**src/rtl/addsub_pipe.sv**
```systemverilog
`default_nettype none
// ============================================================================
// Module   : addsub_pipe
// Brief    : Two-stage pipelined add/subtract unit with valid/ready handshake
//            and carry/overflow/zero/negative flags.
// Revision : 1.0
// ============================================================================
module addsub_pipe #(
    parameter int WIDTH = 8
) (
    input  logic             clk,
    input  logic             reset,
    input  logic             in_valid,
    output logic             in_ready,
    input  logic             op,
    input  logic [WIDTH-1:0] a,
    input  logic [WIDTH-1:0] b,
    output logic             out_valid,
    input  logic             out_ready,
    output logic [WIDTH-1:0] result,
    output logic             carry,
    output logic             overflow,
    output logic             zero,
    output logic             negative
);

    localparam int HALF = WIDTH / 2;

    logic             s1_valid;
    logic             s2_valid;
    logic             s1_advance;
    logic             accept;

    logic [HALF-1:0]  b_lo_eff;
    logic [HALF-1:0]  b_hi_eff;
    logic [HALF:0]    lo_sum;
    logic [HALF:0]    hi_sum;

    logic [HALF-1:0]  s1_lo_sum;
    logic [HALF-1:0]  s1_a_hi;
    logic [HALF-1:0]  s1_b_hi;
    logic             s1_lo_carry;
    logic             s1_op;

    logic [WIDTH-1:0] result_next;
    logic             carry_next;
    logic             overflow_next;

    // Handshake: stage 2 frees when empty or drained; stage 1 frees when
    // empty or moving into stage 2.
    assign s1_advance = !s2_valid || out_ready;
    assign in_ready   = !s1_valid || s1_advance;
    assign accept     = in_valid && in_ready;

    // Subtraction reuses the adder: invert b and inject op as the carry-in.
    assign b_lo_eff = op ? ~b[HALF-1:0]     : b[HALF-1:0];
    assign b_hi_eff = op ? ~b[WIDTH-1:HALF] : b[WIDTH-1:HALF];
    assign lo_sum   = {1'b0, a[HALF-1:0]} + {1'b0, b_lo_eff} + {{HALF{1'b0}}, op};

    assign hi_sum   = {1'b0, s1_a_hi} + {1'b0, s1_b_hi} + {{HALF{1'b0}}, s1_lo_carry};

    assign result_next   = {hi_sum[HALF-1:0], s1_lo_sum};
    assign carry_next    = hi_sum[HALF] ^ s1_op;
    assign overflow_next = (s1_a_hi[HALF-1] == s1_b_hi[HALF-1]) &&
                           (hi_sum[HALF-1] != s1_a_hi[HALF-1]);

    always_ff @(posedge clk or posedge reset) begin
        if (reset) begin
            s1_valid    <= 1'b0;
            s1_lo_sum   <= '0;
            s1_lo_carry <= 1'b0;
            s1_a_hi     <= '0;
            s1_b_hi     <= '0;
            s1_op       <= 1'b0;
        end else if (in_ready) begin
            s1_valid <= in_valid;
            if (accept) begin
                s1_lo_sum   <= lo_sum[HALF-1:0];
                s1_lo_carry <= lo_sum[HALF];
                s1_a_hi     <= a[WIDTH-1:HALF];
                s1_b_hi     <= b_hi_eff;
                s1_op       <= op;
            end
        end
    end

    always_ff @(posedge clk or posedge reset) begin
        if (reset) begin
            s2_valid <= 1'b0;
            result   <= '0;
            carry    <= 1'b0;
            overflow <= 1'b0;
            zero     <= 1'b0;
            negative <= 1'b0;
        end else if (s1_advance) begin
            s2_valid <= s1_valid;
            if (s1_valid) begin
                result   <= result_next;
                carry    <= carry_next;
                overflow <= overflow_next;
                zero     <= (result_next == '0);
                negative <= result_next[WIDTH-1];
            end
        end
    end

    assign out_valid = s2_valid;

endmodule
`default_nettype wire

```
**config.mk**
```make
export PLATFORM = sky130hd
export DESIGN_NAME = addsub_pipe
export DESIGN_NICKNAME = d
export VERILOG_FILES = /design/src/rtl/addsub_pipe.sv
export SDC_FILE = /design/constraint.sdc
export NUM_CORES = 1
export LEC_CHECK = 0
export BUFFER_PORTS_ARGS = -buffer_cell sky130_fd_sc_hd__buf_4
export CAP_MARGIN = 0
export CORE_AREA = 8 8 68 70
export DETAILED_ROUTE_END_ITERATION = 16
export DIE_AREA = 0 0 76 78
export PLACE_DENSITY = 0.65
export RECOVER_POWER = 25
export SLEW_MARGIN = 10
export SYNTH_ARGS = -nofsm -noshare
export SYNTH_HDL_FRONTEND = slang
export SYNTH_SLANG_ARGS = --single-unit
```
**constraint.sdc**
```tcl
create_clock -name clk -period 3.7 [get_ports clk]
set_input_delay 0.37 -clock clk [delete_from_list [all_inputs] [get_ports clk]]
set_output_delay 0.37 -clock clk [all_outputs]
set_load 0.03 [all_outputs]
```
### Word-level counts from Yosys, hierarchy flattened

Cells that the tools add are included.

| storage, ports and cells | value |
|---|---|
| flip-flop bits (word level) | 28 |
| bits in latches | 0 |
| bits in writable memories | 0 |
| bits in read-only memories | 0 |
| input port bits | 21 |
| output and inout bits | 14 |
| logic and storage cells | 32 |
| memories kept | 0 |

| cells by class | value |
|---|---|
| add/subtract/negate cells | 4 |
| $mul | 0 |
| div/mod/pow operators | 0 |
| magnitude comparators | 0 |
| equality and inequality tests | 2 |
| shift operators | 0 |
| muxes and demuxes | 2 |
| bitwise gates (word level) | 3 |
| reduce and logical (&&, ||, !) cells | 9 |

Operators by type and width:

| operator | number |
|---|---|
| $add A4 B4 Y5 | 2 |
| $add A5 B1 Y5 | 2 |
| $logic_not A8 Y1 | 1 |
| $mux W4 | 2 |
| $not A4 Y4 | 2 |
| $reduce_and A2 Y1 | 2 |
| $logic_and A1 B1 Y1 | 2 |
| $logic_not A1 Y1 | 2 |
| $logic_or A1 B1 Y1 | 2 |
| $eq A1 B1 Y1 | 1 |
| $ne A1 B1 Y1 | 1 |
| $xor A1 B1 Y1 | 1 |

### Depth between registers and ports, before layout

Gate-level depths: netlist of the first run.

| logic depth | value |
|---|---|
| depth after elaboration | 5 |
| mapped depth | 7 |
| mapped depth without buffers | 7 |

### Worst setup path after synthesis of the first run

OpenSTA, ideal clock, no wires.

| timing | value |
|---|---|
| path type | reg-to-reg |
| from | register s1_a_hi[0] |
| to | register zero |
| setup time | 0.096 ns |
| data arrival time | 1.789 ns |
| data required time | 3.604 ns |
| slack | 1.815 ns |
| cell stages (with the launch flop) | 7 |
| path buffers | 0 |
| period minus slack after synthesis | 1.885 ns |
| cell sequence | dfrtp_1 -> inv_1 -> fa_1 -> fa_1 -> nor4b_1 -> nand4b_1 -> o31ai_1 |

| on the way | value |
|---|---|
| word-level cells in the longest chain between the ends | 3 |

Ends and longest elaborated chain:

| item | RTL line | RTL |
|---|---|---|
| start: declaration | 40 | `logic [HALF-1:0] s1_a_hi;` |
| start signal: assignment | 80 | `s1_a_hi <= a[WIDTH-1:HALF];` |
| $add A4 B4 Y5 | 60 | `assign hi_sum = {1'b0, s1_a_hi} + {1'b0, s1_b_hi} + {{HALF{1'b0}}, s1_lo_carry};` |
| $add A5 B1 Y5 | 60 |  |
| $logic_not A8 Y1 | 101 | `zero <= (result_next == '0);` |
| end signal: assignment | 101 |  |
| end: declaration | 23 | `output logic zero,` |

No other way between the ends.
A chain may end at the register's enable or synchronous reset.

### Worst setup path after layout of the first run

Ends and elaborated chain as after synthesis.

==> qor.csv, run 1 <==
metric;value;unit
holdCritStartpoint;in_valid;
fin_setup_tns;0;ns
cp.required;3.94;ns
fin_total_pwr;0.9698;mW
n_fill_cell;348;
antenna_cells;0;
critPathKind;register to register;
worst_setup_path_start_kind;register;
min_to;s1_valid;
synth_top_area_share;48.69;%
cts_max_level;1;
area_delta_synth_final;22.45;%
first_iter_violations;37;
synth_seq_area_share;48.69;%
worst_pin_slew;0.9796;ns
drtAntennaViolNets;0;
maxSlewHeadroom;34.62;%
crit_fanout;2;
wl;2600;um
synth_seq_cells;27;
grt_max_degree;28;
drc;0;
die-area;5928;sq um
clk_pin_slew;0.14;ns
dp_hpwl;2149;um
synthCells;118;
min_period_over_period;55.38;%
r2r_end;zero;
fmax;0.4881;GHz
grt_pass1_vias;1055;
status;completed;
track_usage;9.091;%
coreArea;3551;sq um
p_leak;0.8054;nW
end_kind;register;
clk_latency;0.32;ns
hp-class;primary input to register;
grt_overflow;0;
yosys_warnings;0;
drive_gt1_share;34.44;%
port_buffers;34;
clkSinkCount;27;
drv_cap;0;
powerDensity;570.8;nW/um^2
maxSlewViolCount;0;
avgSynthCellArea;11.76;sq um
synth.distinct_cells;27;
slowest_delay;0.52;ns
cp.arrival;2.29;ns
wl_per_cell;13.07;um
worst_r2r_startpoint;s1_a_hi[0];
clock_path_buffers;2;
holdBufCountCts;0;
syn_area;1388;sq um
rsz0062_at_grt;no;
synth_area_leaders;dfrtp_1, mux2_2, ha_1, xor2_1, fa_1;
via_count;927;
path_cells;inv_1 -> fa_1 -> fa_1 -> nor4b_1 -> nand4b_1 -> o31ai_1;
setup-violations-final;0;
gp_congestion;0.7838;
layout.nets;182;
synth_top_cell_by_area;dfrtp_1;
rows;22;
root_buffer;clkbuf_4;
pin_count;35;
crit_path_frequent_cell;fa_1;
ir_drop;0.1576;mV
initial_core_util;39.08;%
min_path_cells;2;
final_hold_viol_count;0;
cts_setup_buffers;0;
cts_tree;yes;
cts-buffers-inserted;3;
drt_pass1_iterations;4;
r2r_slack;1.65;ns
rr_worst_depth;6;
cts_resized;0;
fin_worst_skew;0.003303;ns
layout_min_cycle_time;2.049;ns
slowest_stage;fa_1;
syn_nets;148;
viasPerCell;4.658;
grt_pass1_wl;4505;um
die_w;76;um
antenna_found_initial;0;
die_y;78;um
## cell families (layout without fill, tap and decap cells)
group | count (synthesis) | count (layout) | synth area share (%)
AOI/OAI and AO/OA | 20 | 20 | 9.648
DFF | 27 | 27 | 48.69
buffers and inverters | 12 | 45 | 4.148
and+or+nand+nor | 24 | 24 | 8.748
adders and majority gates | 9 | 9 | 9.739
muxes | 13 | 13 | 10.82
xor gates and xnor gates | 13 | 13 | 8.206
## area by class of cell
cell class                      count  area, sq um  area share, %
Multi-Input combinational cell     79        654.4          38.51
Timing Repair Buffer               34        255.2          15.02
Inverter                            7        26.28          1.546
Clock inverter                      1        5.005         0.2946
Clock buffer                        3        22.52          1.325
Tap cell                           48        60.06          3.535
Sequential cell                    27        675.6          39.76
## cells in the final DEF, fill, tap and decap left out, drive strengths merged, types with 2 or more instances in the layout
| cell type | n |
|---|---|
| dfrtp | 27 |
| nand2b | 3 |
| fa | 3 |
| o21ai | 8 |
| ha | 6 |
| a21oi | 4 |
| buf | 33 |
| nand2 | 13 |
| xnor2 | 6 |
| nor2 | 2 |
| mux2 | 13 |
| xor2 | 7 |
| nand3b | 2 |
| inv | 7 |
| a21o | 2 |
| o31ai | 3 |
| clkbuf | 4 |
## cells in the mapped netlist
| master | n |
|---|---|
| mux2_4 | 1 |
| nand3b_1 | 2 |
| nand2_1 | 13 |
| a21boi_0 | 1 |
| inv_1 | 7 |
| nand2b_1 | 3 |
| nor2b_1 | 1 |
| nor2_1 | 2 |
| nand4b_1 | 1 |
| mux2_2 | 12 |
| nor4b_1 | 1 |
| xor2_1 | 7 |
| a211oi_1 | 1 |
| fa_1 | 3 |
| buf_2 | 1 |
| a21oi_1 | 4 |
| a31oi_4 | 1 |
| a21o_1 | 2 |
| o21ai_0 | 8 |
| ha_1 | 6 |
| o31ai_1 | 3 |
| xnor2_1 | 6 |
| dfrtp_1 | 27 |
| buf_4 | 1 |
| buf_6 | 1 |
| clkbuf_1 | 2 |
| nor3b_1 | 1 |
## routing by layer
layer | vias to the layer above | GRT usage, % | routed length [um]
li1 | 463 | - | -
met1 | 432 | 9.386 | 1088
met2 | 26 | 16.11 | 1289
met3 | 6 | 2.304 | 153
met4 | 0 | 5.882 | 69
met5 | - | 0 | 0
## through the flow
stage / worst slack [ns] / cells / area, sq um / util [%] / hold slack, ns
floorplan: 1.815 / 118 / 1388 / - / 0.4227
global placement: 1.744 / 195 / 1672 / 47.08 / 0.4676
detailed placement: 1.667 / 195 / 1672 / 47.08 / 0.4772
CTS: 1.634 / 199 / 1699 / 47.85 / 0.2218
global route: 1.432 / 199 / 1699 / 47.85 / 0.2230
finish: 1.651 / 199 / 1699 / 47.85 / 0.2293
## how the worst max path moves through the flow
stage | slack, ns | depth (start not counted) | end | from
floorplan | 1.82 | 6 | zero | s1_a_hi[0]
global placement | 1.74 | 6 | zero | s1_a_hi[0]
detailed placement | 1.67 | 6 | zero | s1_a_hi[0]
CTS | 1.63 | 6 | zero | s1_a_hi[0]
global route | 1.43 | 6 | zero | s1_a_hi[0]
finish | 1.65 | 6 | zero | s1_a_hi[0]
## power breakdown
group	total [mW]	switching [mW]	internal [mW]
clock network	0.126	0.0857	0.0405
registers	0.418	0.0459	0.372
logic	0.425	0.239	0.186
total	0.970	0.371	0.599
## worst max-delay path: cells and delay by family (launching register included)
kind,cells,cell delay (ns)
flops,1,0.37
buf+inv,1,0.06
compound gates,1,0.19
fa+ha+maj,2,0.97
simple gates,2,0.39
## registers in the layout, indices dropped and copies added, names as in the netlist
| name | flops |
|---|---|
| s1_a_hi | 4 |
| zero | 1 |
| s1_lo_sum | 4 |
| result | 8 |
| out_valid | 1 |
| s1_lo_carry | 1 |
| s1_op | 1 |
| carry | 1 |
| s1_valid | 1 |
| overflow | 1 |
| s1_b_hi | 4 |
Power figures use the tool's default switching activity.
==> inputs of run 2 (changes only) <==
--- a/config.mk
+++ b/config.mk
@@ -10,7 +10,7 @@
 export CORE_AREA = 8 8 68 70
 export DETAILED_ROUTE_END_ITERATION = 16
 export DIE_AREA = 0 0 76 78
-export PLACE_DENSITY = 0.65
+export PLACE_DENSITY = 0.67
 export RECOVER_POWER = 25
 export SLEW_MARGIN = 10
 export SYNTH_ARGS = -nofsm -noshare
==> constraint.sdc (replaced) <==
create_clock -name clk -period 1.7 [get_ports clk]
set_input_delay 0.17 -clock clk [delete_from_list [all_inputs] [get_ports clk]]
set_output_delay 0.17 -clock clk [all_outputs]
set_load 0.03 [all_outputs]
==> run 2 against run 1 <==
Compared with the run above:
- the flow now finishes with violations (setup timing)
- via count rose by 2.7%
- sequential share of layout area fell by 2.2 points
- design area rose by 6.2%
- wire length fell by 1.7%
- worst hold slack got worse by 0.19 ns
- largest power group unchanged
==> qor.csv, run 2 (synthesis gave the netlist of run 1 again) <==
metric;value;unit;change
status;complete, but fails checks;;was completed
violations;setup timing;;
min_period_over_period;113.3;%;was 55.38%
fin_worst_skew;0.003472;ns;was 0.003303 ns
fmax;0.5194;GHz;was 0.4881 GHz
wl_per_cell;12.22;um;was 13.07 um
maxSlewViolCount;0;;unchanged
p_comb_share;45.5;%;was 43.9%
seq_power_share;42.4;%;was 43.1%
dp_cells;202;;was 195
fin_total_pwr;2.170;mW;was 0.9698 mW
path_depth;6;;unchanged
hp-class;primary input to register;;unchanged
initial_core_util;39.08;%;unchanged
first_iter_violations;35;;was 37
final_core_util;50.81;%;was 47.85%
largest_register;result;;unchanged
cts_tree;yes;;unchanged
powerDensity;1203;nW/um^2;was 570.8 nW/um^2
mostFrequentLayoutCell;buf_4;;unchanged
gp_congestion;0.7925;;was 0.7838
worst_pin_slew;0.6259;ns;was 0.9796 ns
antenna_cells;0;;unchanged
rr_worst_depth;6;;unchanged
crit_fanout;2;;unchanged
ir_drop;0.3419;mV;was 0.1576 mV
drt_pass1_iterations;2;;was 4
drc;0;;unchanged
via_count;952;;was 927
fin_setup_tns;-0.4202;ns;was 0 ns
cp_top_family;adder cells;;unchanged
coreArea;3551;sq um;unchanged
clk_latency;0.32;ns;about the same
track_usage;9.329;%;was 9.091%
wl;2555;um;was 2600 um
die_y;78;um;unchanged
die_w;76;um;unchanged
min_path_cells;2;;unchanged
end_kind;register;;unchanged
cts_max_level;1;;unchanged
grt_pass1_wl;4574;um;was 4505 um
layout_min_cycle_time;1.925;ns;was 2.049 ns
layout_common_cells;buf_4, dfrtp_1, nand2_1;;unchanged
drive_gt1_share;40.99;%;was 34.44%
p_int;1.355;mW;was 0.5987 mW
pin_count;35;;unchanged
grt_pass1_vias;1040;;was 1055
dp_worst_setup_slack;-0.2217;ns;was 1.667 ns
grt_overflow;0;;unchanged
swShare;37.57;%;was 38.26%
placed_area;1734;sq um;was 1672 sq um
grt_max_degree;28;;unchanged
fin_ws;-0.2253;ns;was 1.651 ns
largest_reg_flops;8;;unchanged
clk_pin_slew;0.13;ns;was 0.14 ns
die-area;5928;sq um;unchanged
clock_path_buffers;2;;unchanged
slowest_delay;0.51;ns;was 0.52 ns
design_area;1804;sq um;was 1699 sq um
final_hold_viol_count;0;;unchanged
crit_buf_inv;1;;unchanged
rows;22;;unchanged
port_buffers;34;;unchanged
hold_slack;0.04159;ns;was 0.2293 ns
cts-buffers-inserted;3;;unchanged
antenna_found_initial;0;;unchanged
p_leak;0.8564;nW;was 0.8054 nW
dp_hpwl;2094;um;was 2149 um
slowest_stage;fa_1;;unchanged
layout.nets;192;;was 182
setup-violations-final;2;;was 0
worst_setup_path_start_kind;register;;unchanged
clkPwrFrac;12.1;%;was 13.0%
cp.arrival;2.16;ns;was 2.29 ns
critPathKind;register to register;;unchanged
clkSinkCount;27;;unchanged
cp.required;1.94;ns;was 3.94 ns
rsz0062_at_grt;yes;;was no
viasPerCell;4.555;;was 4.658
drv_cap;0;;unchanged
root_buffer;clkbuf_4;;unchanged
area_delta_synth_final;30.03;%;was 22.45%
maxSlewHeadroom;58.27;%;was 34.62%
p_sw;0.8154;mW;was 0.3711 mW
stdcell_count;209;;was 199
drtAntennaViolNets;0;;unchanged
path_cells;inv_2 -> fa_2 -> fa_1 -> nor4b_4 -> nand4b_1 -> o31ai_2;;was inv_1 -> fa_1 -> fa_1 -> nor4b_1 -> nand4b_1 -> o31ai_1
## run 2: path summary, 6_finish.rpt
check / end / slack, ns / from
hold reg to reg: result[6] / 0.49 / result[6]
setup / recovery: zero / -0.23 / s1_a_hi[0]
max in group asynchronous: out_valid / 0.71 / reset
min in group asynchronous: result[3] / 0.56 / reset
hold / removal: s1_valid / 0.04 / in_valid
setup reg to reg: zero / -0.23 / s1_a_hi[0]
## run 2: worst reg2reg max path: stages (launching register included)
cell and delay [ns]:
dfrtp_1 0.39, inv_2 0.05, fa_2 0.39, fa_1 0.51, nor4b_4 0.18, nand4b_1 0.14, o31ai_2 0.18
## run 2: area by class of cell
| cell class | instances | area, sq um |
|---|---|---|
| Inverter | 7 | 26.28 |
| Timing Repair Buffer | 44 | 330.3 |
| Fill cell | 321 | 1747 |
| Sequential cell | 27 | 676.9 |
| Tap cell | 48 | 60.06 |
| Multi-Input combinational cell | 79 | 684.4 |
| Clock buffer | 4 | 26.28 |
## run 2: routing by layer
layer | routed length, um | GRT usage (%)
met2 | 1210 | 14.31
met3 | 186 | 3.226
met4 | 60 | 5.882
met5 | 0 | 0
met1 | 1097 | 10.96
## run 2: power by group through the flow
| stage | Combinational, mW | Sequential (mW) | Clock, mW |
|---|---|---|---|
| 5_1_grt | 1.08 | 0.944 | 0.301 |
| 2_1_floorplan | 0.444 | 1.12 | 0 |
| 4_1_cts | 0.987 | 0.923 | 0.280 |
| 3_5_place_dp | 0.969 | 0.932 | 0 |
| 3_3_place_gp | 0.953 | 0.922 | 0 |
| 6_report | 0.987 | 0.921 | 0.263 |
## run 2: timing repair
action | in CTS | in global routing
endpoints found under the hold margin | 27 | 0
resized for setup | 2 | 2
setup buffers | 1 | 1
hold buffers | 1 | 0
setup endpoints to repair | 2 | 3
pin swaps | 0 | 1
